## src/rtl/deserializador_alineado.sv

```systemverilog
// Serial receiver for 10-bit symbols: hunts for a K28.5 comma, locks the
// symbol boundary to it and delivers each aligned symbol in parallel.
module deserializador_alineado #(
    parameter logic [9:0] COMMA_NEG   = 10'b0011111010,
    parameter logic [9:0] COMMA_POS   = 10'b1100000101,
    parameter int         COMMAS_SYNC = 3,
    parameter int         ERR_MAX     = 4
) (
    input  logic       clk,
    input  logic       rst,
    input  logic       enb,
    input  logic       entrada,
    output logic [9:0] salidas,
    output logic       valido,
    output logic       alineado,
    output logic       comma_det,
    output logic       err_simbolo
);

    typedef enum logic [1:0] {
        BUSCAR    = 2'd0,
        VERIFICAR = 2'd1,
        SINC      = 2'd2
    } estado_t;

    localparam logic [2:0] NCOMMA_OBJ = 3'(COMMAS_SYNC);
    localparam logic [2:0] NERR_OBJ   = 3'(ERR_MAX);

    estado_t    estado;
    logic [9:0] sr;
    logic [3:0] cnt;
    logic [2:0] ncomma;
    logic [2:0] nerr;

    logic [9:0] sr_next;
    logic [3:0] unos;
    logic       es_comma;
    logic       es_invalido;
    logic       frontera;

    always_comb begin
        sr_next = {sr[8:0], entrada};
        unos    = 4'd0;
        for (int i = 0; i < 10; i++) begin
            unos = unos + {3'd0, sr_next[i]};
        end
        es_comma    = (sr_next == COMMA_NEG) || (sr_next == COMMA_POS);
        es_invalido = (unos < 4'd4) || (unos > 4'd6);
        frontera    = (cnt == 4'd9);
    end

    always_ff @(posedge clk) begin
        // Pulse outputs default low on every edge, including enb=0 edges.
        valido      <= 1'b0;
        comma_det   <= 1'b0;
        err_simbolo <= 1'b0;
        if (rst) begin
            estado   <= BUSCAR;
            sr       <= 10'd0;
            cnt      <= 4'd0;
            ncomma   <= 3'd0;
            nerr     <= 3'd0;
            salidas  <= 10'd0;
            alineado <= 1'b0;
        end else if (enb) begin
            sr  <= sr_next;
            cnt <= frontera ? 4'd0 : cnt + 4'd1;
            case (estado)
                BUSCAR: begin
                    if (es_comma) begin
                        cnt    <= 4'd0;
                        ncomma <= 3'd1;
                        if (COMMAS_SYNC == 1) begin
                            estado    <= SINC;
                            alineado  <= 1'b1;
                            nerr      <= 3'd0;
                            salidas   <= sr_next;
                            valido    <= 1'b1;
                            comma_det <= 1'b1;
                        end else begin
                            estado <= VERIFICAR;
                        end
                    end
                end
                VERIFICAR: begin
                    if (frontera) begin
                        if (es_comma) begin
                            ncomma <= ncomma + 3'd1;
                            if (ncomma + 3'd1 == NCOMMA_OBJ) begin
                                estado    <= SINC;
                                alineado  <= 1'b1;
                                nerr      <= 3'd0;
                                salidas   <= sr_next;
                                valido    <= 1'b1;
                                comma_det <= 1'b1;
                            end
                        end else begin
                            estado <= BUSCAR;
                            ncomma <= 3'd0;
                        end
                    end
                end
                SINC: begin
                    if (frontera) begin
                        salidas     <= sr_next;
                        valido      <= 1'b1;
                        comma_det   <= es_comma;
                        err_simbolo <= es_invalido;
                        if (es_invalido) begin
                            if (nerr + 3'd1 == NERR_OBJ) begin
                                // Lock lost: the failing symbol is still delivered.
                                estado   <= BUSCAR;
                                alineado <= 1'b0;
                                cnt      <= 4'd0;
                                ncomma   <= 3'd0;
                                nerr     <= 3'd0;
                            end else begin
                                nerr <= nerr + 3'd1;
                            end
                        end else begin
                            nerr <= 3'd0;
                        end
                    end
                end
                default: begin
                    estado <= BUSCAR;
                end
            endcase
        end
    end

endmodule

```

## config.mk

```make
export PLATFORM = sky130hd
export DESIGN_NAME = deserializador_alineado
export DESIGN_NICKNAME = d
export VERILOG_FILES = /design/src/rtl/deserializador_alineado.sv
export SDC_FILE = /design/constraint.sdc
export NUM_CORES = 1
export LEC_CHECK = 0
export ABC_AREA = 1
export CORE_MARGIN = 2
export CORE_UTILIZATION = 55
export CTS_BUF_LIST = sky130_fd_sc_hd__clkbuf_8
export DETAILED_ROUTE_END_ITERATION = 8
export PLACE_DENSITY = 0.78
export SYNTH_ARGS = -nofsm -noshare
export SYNTH_HDL_FRONTEND = slang
export SYNTH_SLANG_ARGS = --single-unit
```

## constraint.sdc

```tcl
create_clock -name clk -period 7.9 [get_ports clk]
set_input_delay 1.58 -clock clk [delete_from_list [all_inputs] [get_ports clk]]
set_output_delay 1.58 -clock clk [all_outputs]
set_load 0.1 [all_outputs]
```

# Word-level counts from Yosys, hierarchy flattened
# Cells that the tools add are included.
# W data, S select, Z words.
[classes] n_lt_le_gt_ge=2 addsub=12 eq_ne=15 n_reduce_logical=11 bitwise=3 mux=47
[op_table] operator="$mux W10" n=4
[op_table] operator="$mux W3" n=12
[op_table] operator="$add A4 B1 Y4" n=6
[op_table] operator="$mux W4" n=5
[op_table] operator="$pmux W10 S2" n=1
[op_table] operator="$mux W2" n=7
[op_table] operator="$ne A2 B2 Y1 const B" n=7
[op_table] operator="$reduce_and A7 Y1" n=2
[op_table] operator="$mux W1" n=11
[op_table] operator="$eq A10 B10 Y1 const B" n=1
[op_table] operator="$eq A10 B8 Y1 const B" n=1
[op_table] operator="$pmux W3 S3" n=1
[op_table] operator="$pmux W4 S2" n=1
[op_table] operator="$reduce_and A8 Y1" n=1
[op_table] operator="$add A3 B1 Y3 const B" n=2
[op_table] operator="$pmux W1 S2" n=3
[op_table] operator="$pmux W2 S3" n=1
[op_table] operator="$pmux W3 S2" n=1
[op_table] operator="$reduce_and A6 Y1" n=1
[op_table] operator="$add A3 B1 Y4" n=1
[op_table] operator="$add A4 B1 Y4 const B" n=1
[op_table] operator="$eq A4 B4 Y1 const B" n=1
[op_table] operator="$gt A4 B3 Y1 const B" n=1
[op_table] operator="$lt A4 B3 Y1 const B" n=1
[op_table] operator="other kinds (14)" n=17
[totals] out_inout_bits=14 word_cells=100 regBits=35 inputBits=4

# Longest topological paths before layout
# Gate-level depths: netlist of run 1.
[depth] word_depth=14 ltp_mapped=16 depth_no_buf=16

# Least setup slack after synthesis of run 1
# No wires, ideal clock.
[synth_path] kind="input -> register" from="in entrada" to="reg ncomma[1]" t_arrival_ps=4497 setup_ps=113 cell_stages=16 n_path_buf=0 required_ps=7787 setup_slack_ps=3291 cell_sequence="inv_1 > fa_1 > fa_1 > fa_1 > inv_1 > ha_1 > fa_1 > nand2_1 > inv_1 > nor2_1 > nand3_1 > nand3_1 > nor2_2 > nand2_1 > nand2_1 > nor2_1"
[synth_via] elab_chain_len=13 elab_cells_between_ends=21 cone_classes="add/sub: 9; order compare: 2; eq/ne: 4; mux: 3; reduce/logical: 3"
[synth_rtl] item="start, declared" line_no="12" text="input logic entrada,"
[synth_rtl] item="$add A1 B1 Y2" line_no="45" text="unos = unos + {3'd0, sr_next[i]};"
[synth_rtl] item="$add A2 B1 Y3" line_no="45"
[synth_rtl] item="$add A3 B1 Y4" line_no="45"
[synth_rtl] item="$add A4 B1 Y4 (6 in a row)" line_no="45"
[synth_rtl] item="$lt A4 B3 Y1 / $gt A4 B3 Y1 (equally long branches)" line_no="48" text="es_invalido = (unos < 4'd4) || (unos > 4'd6);"
[synth_rtl] item="$logic_or A1 B1 Y1" line_no="48"
[synth_rtl] item="$ne A2 B2 Y1 (no line)"
[synth_rtl] item="$reduce_and A7 Y1 (no line)"
[synth_rtl] item="end signal, assigned" line_no="88" text="ncomma <= ncomma + 3'd1;"
[synth_rtl] item="end, declared" line_no="32" text="logic [2:0] ncomma;"
# Parallel ways exist; a longest one is shown, timed or not. The select of a mux whose other input is x is not followed.
# A chain may end at the register's enable or synchronous reset.

# Worst setup path after layout of run 1
# Ends and elaborated chain as after synthesis.

==> results by group, run 1 <==
Global route
  – First-pass GRT wire length: roughly 7.3 mm
  – Largest net degree at the start of global routing: 21
  – Total gr overflow: 0
  – Initial antenna violation count: 0
  – GR Util All Layers: approximately 23%
  – Vias in the first global route: between 1500 and 2000

CTS
  – Post-cts resize count: 0
  – Setup Buffers After CTS: 0
  – CTS tree: yes
  – Clk slew on worst S/H paths: around 0.07 ns
  – Number of H-tree levels: 2
  – CTS Root Cell: clkbuf_8
  – Max Buffers Root-to-Sink: 2
  – Clk sinks: 35
  – Hold buffer count at cts: 0
  – Num CTS Buffers: 5
  – Worst skew pair latency: 0.29 ns

Yosys
  – Area share of fa/ha/maj cells after synthesis: 14.8%
  – Synth area leaders: dfxtp_1, nor2_1, nand2_1
  – Top-count cell post-synth: nor2_1
  – Compound-Gate Fraction of Synth Area: around 10%
  – Yosys top cell area share: between 30% and 40%
  – Post-synthesis cell type count: 24
  – Mux contribution to synthesized area: 0%
  – Mapped Nets: between 300 and 400
  – Mapped Avg Cell Area: 7.20 um^2
  – Simple-gate portion of the synthesized area: a little under 30%
  – Largest family of logic cells by synthesized area: simple AND/OR/NAND/NOR gates
  – Post-Synth XOR/XNOR Area: 0%
  – Synthesized area: about 2000 um^2
  – Yosys warnings: 0
  – FF+latch count, synth: 35
  – Seq/Total Area, Yosys: a little over a third
  – Syn Inst Count: 277
  – Number of synthesized flops with an enable pin: 0
  – Largest area contributor in the netlist: dfxtp_1
  – Top_reg_cell synth: dfxtp_1
  – Synth top cells by count: nor2_1, nand2_1, dfxtp_1, inv_1
  – Asr flop ratio synth: 0%

Die
  – # IOs: 18
  – Initial Utilization: 58.4%
  – Die ar.: roughly 4100 um^2
  – Die extent in x: 64.2 um
  – Die H: ~64 um
  – FP Rows: 21
  – Core ar.: roughly 3400 um^2

Layout
  – Layout cells sized above 1: under 10%
  – Antenna Cells: 0
  – Area Overhead vs Synth: 16.4%
  – Layout Nets: 319
  – Non-filler cells, final: between 300 and 400
  – Final instance area: about 2300 um^2

Routing
  – DRT iter0 DRCs: 151
  – Vias: 1727
  – Vias per cell: roughly 5.0
  – Pre-Repair DR Iteration Count: 4
  – Number of routed nets with antenna violations: 0
  – Routed len/inst: about 12 um
  – Residual DRC: 0
  – Final WL: just under 4 mm

Critical path
  – CP Launch Point: entrada
  – Arr. time, crit path: ~5.2 ns
  – FF-to-FF setup slack: 4.33 ns
  – Critical R2R Launch: sr[0]
  – R2R cell count: 16
  – Crit Path Max Fanout: 4
  – WP data required: just over 8 ns
  – FF-to-FF End: ncomma[1]
  – CP Launch Type: primary input
  – Critical path type: primary input to flip-flop
  – Type of element capturing the critical path: flip-flop

Placement
  – Hpwl dp: 2.92 mm
  – Placement Cell Area: 2190 um^2
  – Number of port buffers: 17
  – GP Congestion: around 0.9
  – Post-Place Cells: about 330

Timing
  – Worst hold slack: between 0.4 and 0.5 ns
  – Worst slew pin tran: just under 1 ns
  – Max-slew violations: 0
  – Clock skew: ~0.0045 ns
  – Tcrit/Tclk final: 63.5%
  – Fmax: around 200 MHz
  – Slew margin rel.: between 30% and 40%
  – RSZ-0062 raised after global routing: no
  – Setup TNS: 0 ns
  – Tmin final: about 5.0 ns
  – Final Hold Viols: 0
  – Final Setup Violations: 0

Flow run
  – Max Cap Violations: 0

Power and ir drop
  – Pwr Density: ~170 nW/um^2
  – Register share of total power: between 40% and 50%
  – LEAKAGE: between 0.001 and 0.0015 uW
  – Worst VDD drop: around 88 uV
  – Psw: between 80 and 90 uW
  – Clock power share: between 40% and 50%
  – Total power draw: 399 uW
  – Comb power frac: about 6.7%
  – Sw Ratio: between 20% and 30%
  – Internal: ~310 uW

Hold path
  – Hold Path Sink: salidas[5]
  – Worst hold path depth: 2
  – Worst Hold Launch: salidas[5]
  – Worst min-delay path class: flip-flop to flip-flop

Status
  – Outcome: finished clean
routing by layer:
| metal | GRT usage, % | share of wire, % | routed length, um | up-vias |
|---|---|---|---|---|
| met5 | 0 | 0 | 0 | - |
| met4 | 8.51 | 1.6 | 64 | 0 |
| met3 | 3.70 | 2.9 | 113 | 7 |
| met2 | 35.9 | 46 | 1820 | 28 |
| met1 | 30.9 | 49 | 1950 | 784 |
| li1 | - | - | - | 908 |
worst max path at each step:
stage,endpoint,slack (ns),cells after the start
final,ncomma[1],2.88,17
after global routing,ncomma[1],2.66,17
after global placement,ncomma[1],2.63,17
after detailed placement,ncomma[1],2.58,17
after CTS,ncomma[1],2.87,17
after floorplan,ncomma[1],3.29,16
cell usage in the layout (no fill, tap or decap), types with 3 or more instances in the layout:
cell type        synthesis  final
o21ai_1                  9      9
inv_2                    8      8
a21oi_1                  6      6
o21ai_0                  8      8
clkdlybuf4s50_1          0     17
dfxtp_1                 35     35
nor2_1                  57     57
ha_1                    14     14
nand2_1                 47     47
fa_1                     6      6
inv_1                   35     35
nand3_2                  4      4
o22ai_1                 11     11
nor3_1                   3      3
clkbuf_8                 0      5
nand3_1                 14     14
nand4_1                  5      5
area by class of cell:
cell class	count	area, um^2
fillers	305	1090
multi-input cells	192	1090
repair buffers	17	170
well taps	46	57.6
inverters	44	168
flip-flops and latches	35	701
clock buffers	5	68.8
clock inverters	3	67.6
cell families (layout without fill, tap and decap cells):
family,count (synthesis),count (layout)
buffers and inverters,50,69
AOI/OAI and AO/OA,36,36
adders and majority gates,20,20
and+or+nand+nor,136,136
DFF,35,35
per-stage QoR:
stage,util [%],setup slack (ns)
global route,68.0,2.66
floorplan,-,3.29
detailed placement,64.0,2.58
global placement,64.0,2.63
CTS,68.0,2.87
finish,68.0,2.88
power by group through the flow:
stage               Sequential, uW  Clock (uW)  Combinational (uW)
finish                         181         192                26.6
CTS                            181         193                26.7
detailed placement             185           0                26.5
global route                   181         201                30.6
floorplan                      187           0                17.5
global placement               185           0                26.3
worst max-delay path, stage by stage:
cell	delay, ns
clkdlybuf4s50_1	0.51
inv_1	0.10
fa_1	0.57
fa_1	0.43
fa_1	0.49
inv_1	0.04
ha_1	0.21
fa_1	0.53
nand2_1	0.05
inv_1	0.04
nor2_1	0.04
nand3_1	0.10
nand3_1	0.13
nor2_2	0.19
nand2_1	0.07
nand2_1	0.06
nor2_1	0.04
registers in the layout (all words and copies together), names as in the netlist, 2 cells and up:
signal and count:
estado 2, salidas 10, cnt 4, ncomma 3, sr 9, nerr 3
Power figures use the tool's default switching activity.
==> inputs of run 2 (changes only) <==
- clock period: 7.9 -> 5 ns (I/O delays scaled with it)
==> results by group, run 2 (same netlist as run 1, synthesis figures left out) <==
CTS
  – Setup Buffers After CTS: 0
  – Post-cts resize count: 0
  – Hold buffer count at cts: 0
  – Number of H-tree levels: 2
  – CTS Root Cell: clkbuf_8
  – CTS tree: yes
  – Worst skew pair latency: 0.29 ns
  – Max Buffers Root-to-Sink: 2
  – Clk slew on worst S/H paths: ~0.070 ns
  – Num CTS Buffers: 5
  – Clk sinks: 35

Global route
  – GR Util All Layers: a little under a quarter
  – Initial antenna violation count: 0
  – Vias in the first global route: around 1600
  – Total gr overflow: 0
  – Largest net degree at the start of global routing: 21
  – First-pass GRT wire length: roughly 7.5 mm

Timing
  – Max-slew violations: 0
  – Setup TNS: 0 ns
  – Final Setup Violations: 0
  – Tcrit/Tclk final: 89.6%
  – Tmin final: between 4 and 5 ns
  – Final Hold Viols: 0
  – Fmax: 223 MHz
  – Worst slew pin tran: just under 1 ns
  – Clock skew: roughly 0.0046 ns
  – Slew margin rel.: 35.4%
  – RSZ-0062 raised after global routing: no

Routing
  – Number of routed nets with antenna violations: 0
  – Vias: around 1700
  – Final WL: a little over 4 mm
  – Residual DRC: 0
  – Vias per cell: roughly 5.1
  – Routed len/inst: 11.8 um
  – Pre-Repair DR Iteration Count: 4
  – DRT iter0 DRCs: around 160

Layout
  – Antenna Cells: 0
  – Layout Nets: about 320
  – Most common cell after layout, fill and taps aside: nor2_1
  – Biggest regs: salidas (10), sr (9), cnt (4)
  – Final instance area: between 2000 and 2500 um^2
  – Commonest cells after routing, fill and taps aside: nor2_1, nand2_1, inv_1, dfxtp_1, clkdlybuf4s50_1
  – Filler Cell Count: between 300 and 400
  – Area Overhead vs Synth: 16.4%
  – Layout cells sized above 1: approximately a tenth
  – Largest register FFs: 10
  – Largest reg by FF count: salidas

Power and ir drop
  – Worst VDD drop: ~140 uV
  – Sw Ratio: 21.7%
  – Internal: approximately 500 uW
  – LEAKAGE: 0.00105 uW
  – Register share of total power: between 40% and 50%
  – Psw: 137 uW
  – Comb power frac: 6.8%
  – Pwr Density: between 200 and 300 nW/um^2
  – Clock power share: 48.1%

Die
  – Die extent in x: 64.2 um
  – FP Rows: 21
  – Die ar.: ~4100 um^2
  – Initial Utilization: 58.4%
  – # IOs: 18
  – Core ar.: roughly 3400 um^2
  – Die H: ~64 um

Critical path
  – Type of element capturing the critical path: flip-flop
  – WP data required: just over 5 ns
  – Arr. time, crit path: 4.67 ns
  – CP Launch Type: primary input
  – Crit Path Max Fanout: 4
  – Critical path type: primary input to flip-flop

Status
  – Outcome: finished clean

Placement
  – Number of port buffers: 17
  – GP Congestion: 0.886
  – Placement Cell Area: roughly 2200 um^2
  – Hpwl dp: 2.94 mm

Hold path
  – Worst min-delay path class: flip-flop to flip-flop

Flow run
  – Max Cap Violations: 0
-- run 2: cell type report --
cell class / instances / area (um^2) / area share [%]
Inverter: 44 / 168 / 7.22
Clock inverter: 3 / 67.6 / 2.91
Tap cell: 46 / 57.6 / 2.48
Sequential cell: 35 / 701 / 30.2
Timing Repair Buffer: 17 / 170 / 7.33
Multi-Input combinational cell: 192 / 1090 / 46.9
Clock buffer: 5 / 68.8 / 2.96
-- run 2: path summary, 6_finish.rpt --
| path | from | cells after the start | slack [ns] | end |
|---|---|---|---|---|
| setup / recovery | entrada | 17 | 0.52 | ncomma[1] |
| hold reg to reg | salidas[9] | 2 | 0.48 | salidas[9] |
| hold / removal | salidas[9] | 2 | 0.48 | salidas[9] |
| setup reg to reg | sr[0] | 16 | 1.39 | ncomma[1] |
-- run 2: power groups by stage --
stage	logic [uW]	clock network [uW]	registers [uW]
after global placement	41.6	0	292
after floorplan	27.6	0	296
after detailed placement	41.9	0	292
after global routing	49.4	318	286
after CTS	43.4	307	285
final	43.3	304	285
-- run 2: critical path, stage by stage --
cell and delay [ns]:
clkdlybuf4s50_1 0.51, inv_1 0.10, fa_1 0.57, fa_1 0.43, fa_1 0.50, inv_1 0.05, ha_1 0.22, fa_1 0.54
nand2_1 0.05, inv_1 0.04, nor2_1 0.04, nand3_1 0.10, nand3_1 0.13, nor2_2 0.20, nand2_1 0.07, nand2_1 0.06
nor2_1 0.04
-- run 2: per-layer routing --
layer	wire [um]	vias up	track usage [%]
li1	-	907	-
met1	1920	781	31.1
met4	57	0	9.31
met3	203	6	4.40
met2	1880	41	37.0
met5	0	-	0
-- run 2: per-stage QoR --
| step | utilization (%) | setup slack, ns | hold slack, ns | std cells | power (uW) |
|---|---|---|---|---|---|
| final | 68.0 | 0.521 | 0.484 | 342 | 633 |
| after CTS | 68.0 | 0.505 | 0.490 | 342 | 635 |
| after floorplan | - | 0.971 | 0.477 | 277 | 323 |
| after global placement | 64.0 | 0.311 | 0.460 | 334 | 333 |
| after global routing | 68.0 | 0.271 | 0.505 | 342 | 653 |
| after detailed placement | 64.0 | 0.229 | 0.472 | 334 | 334 |
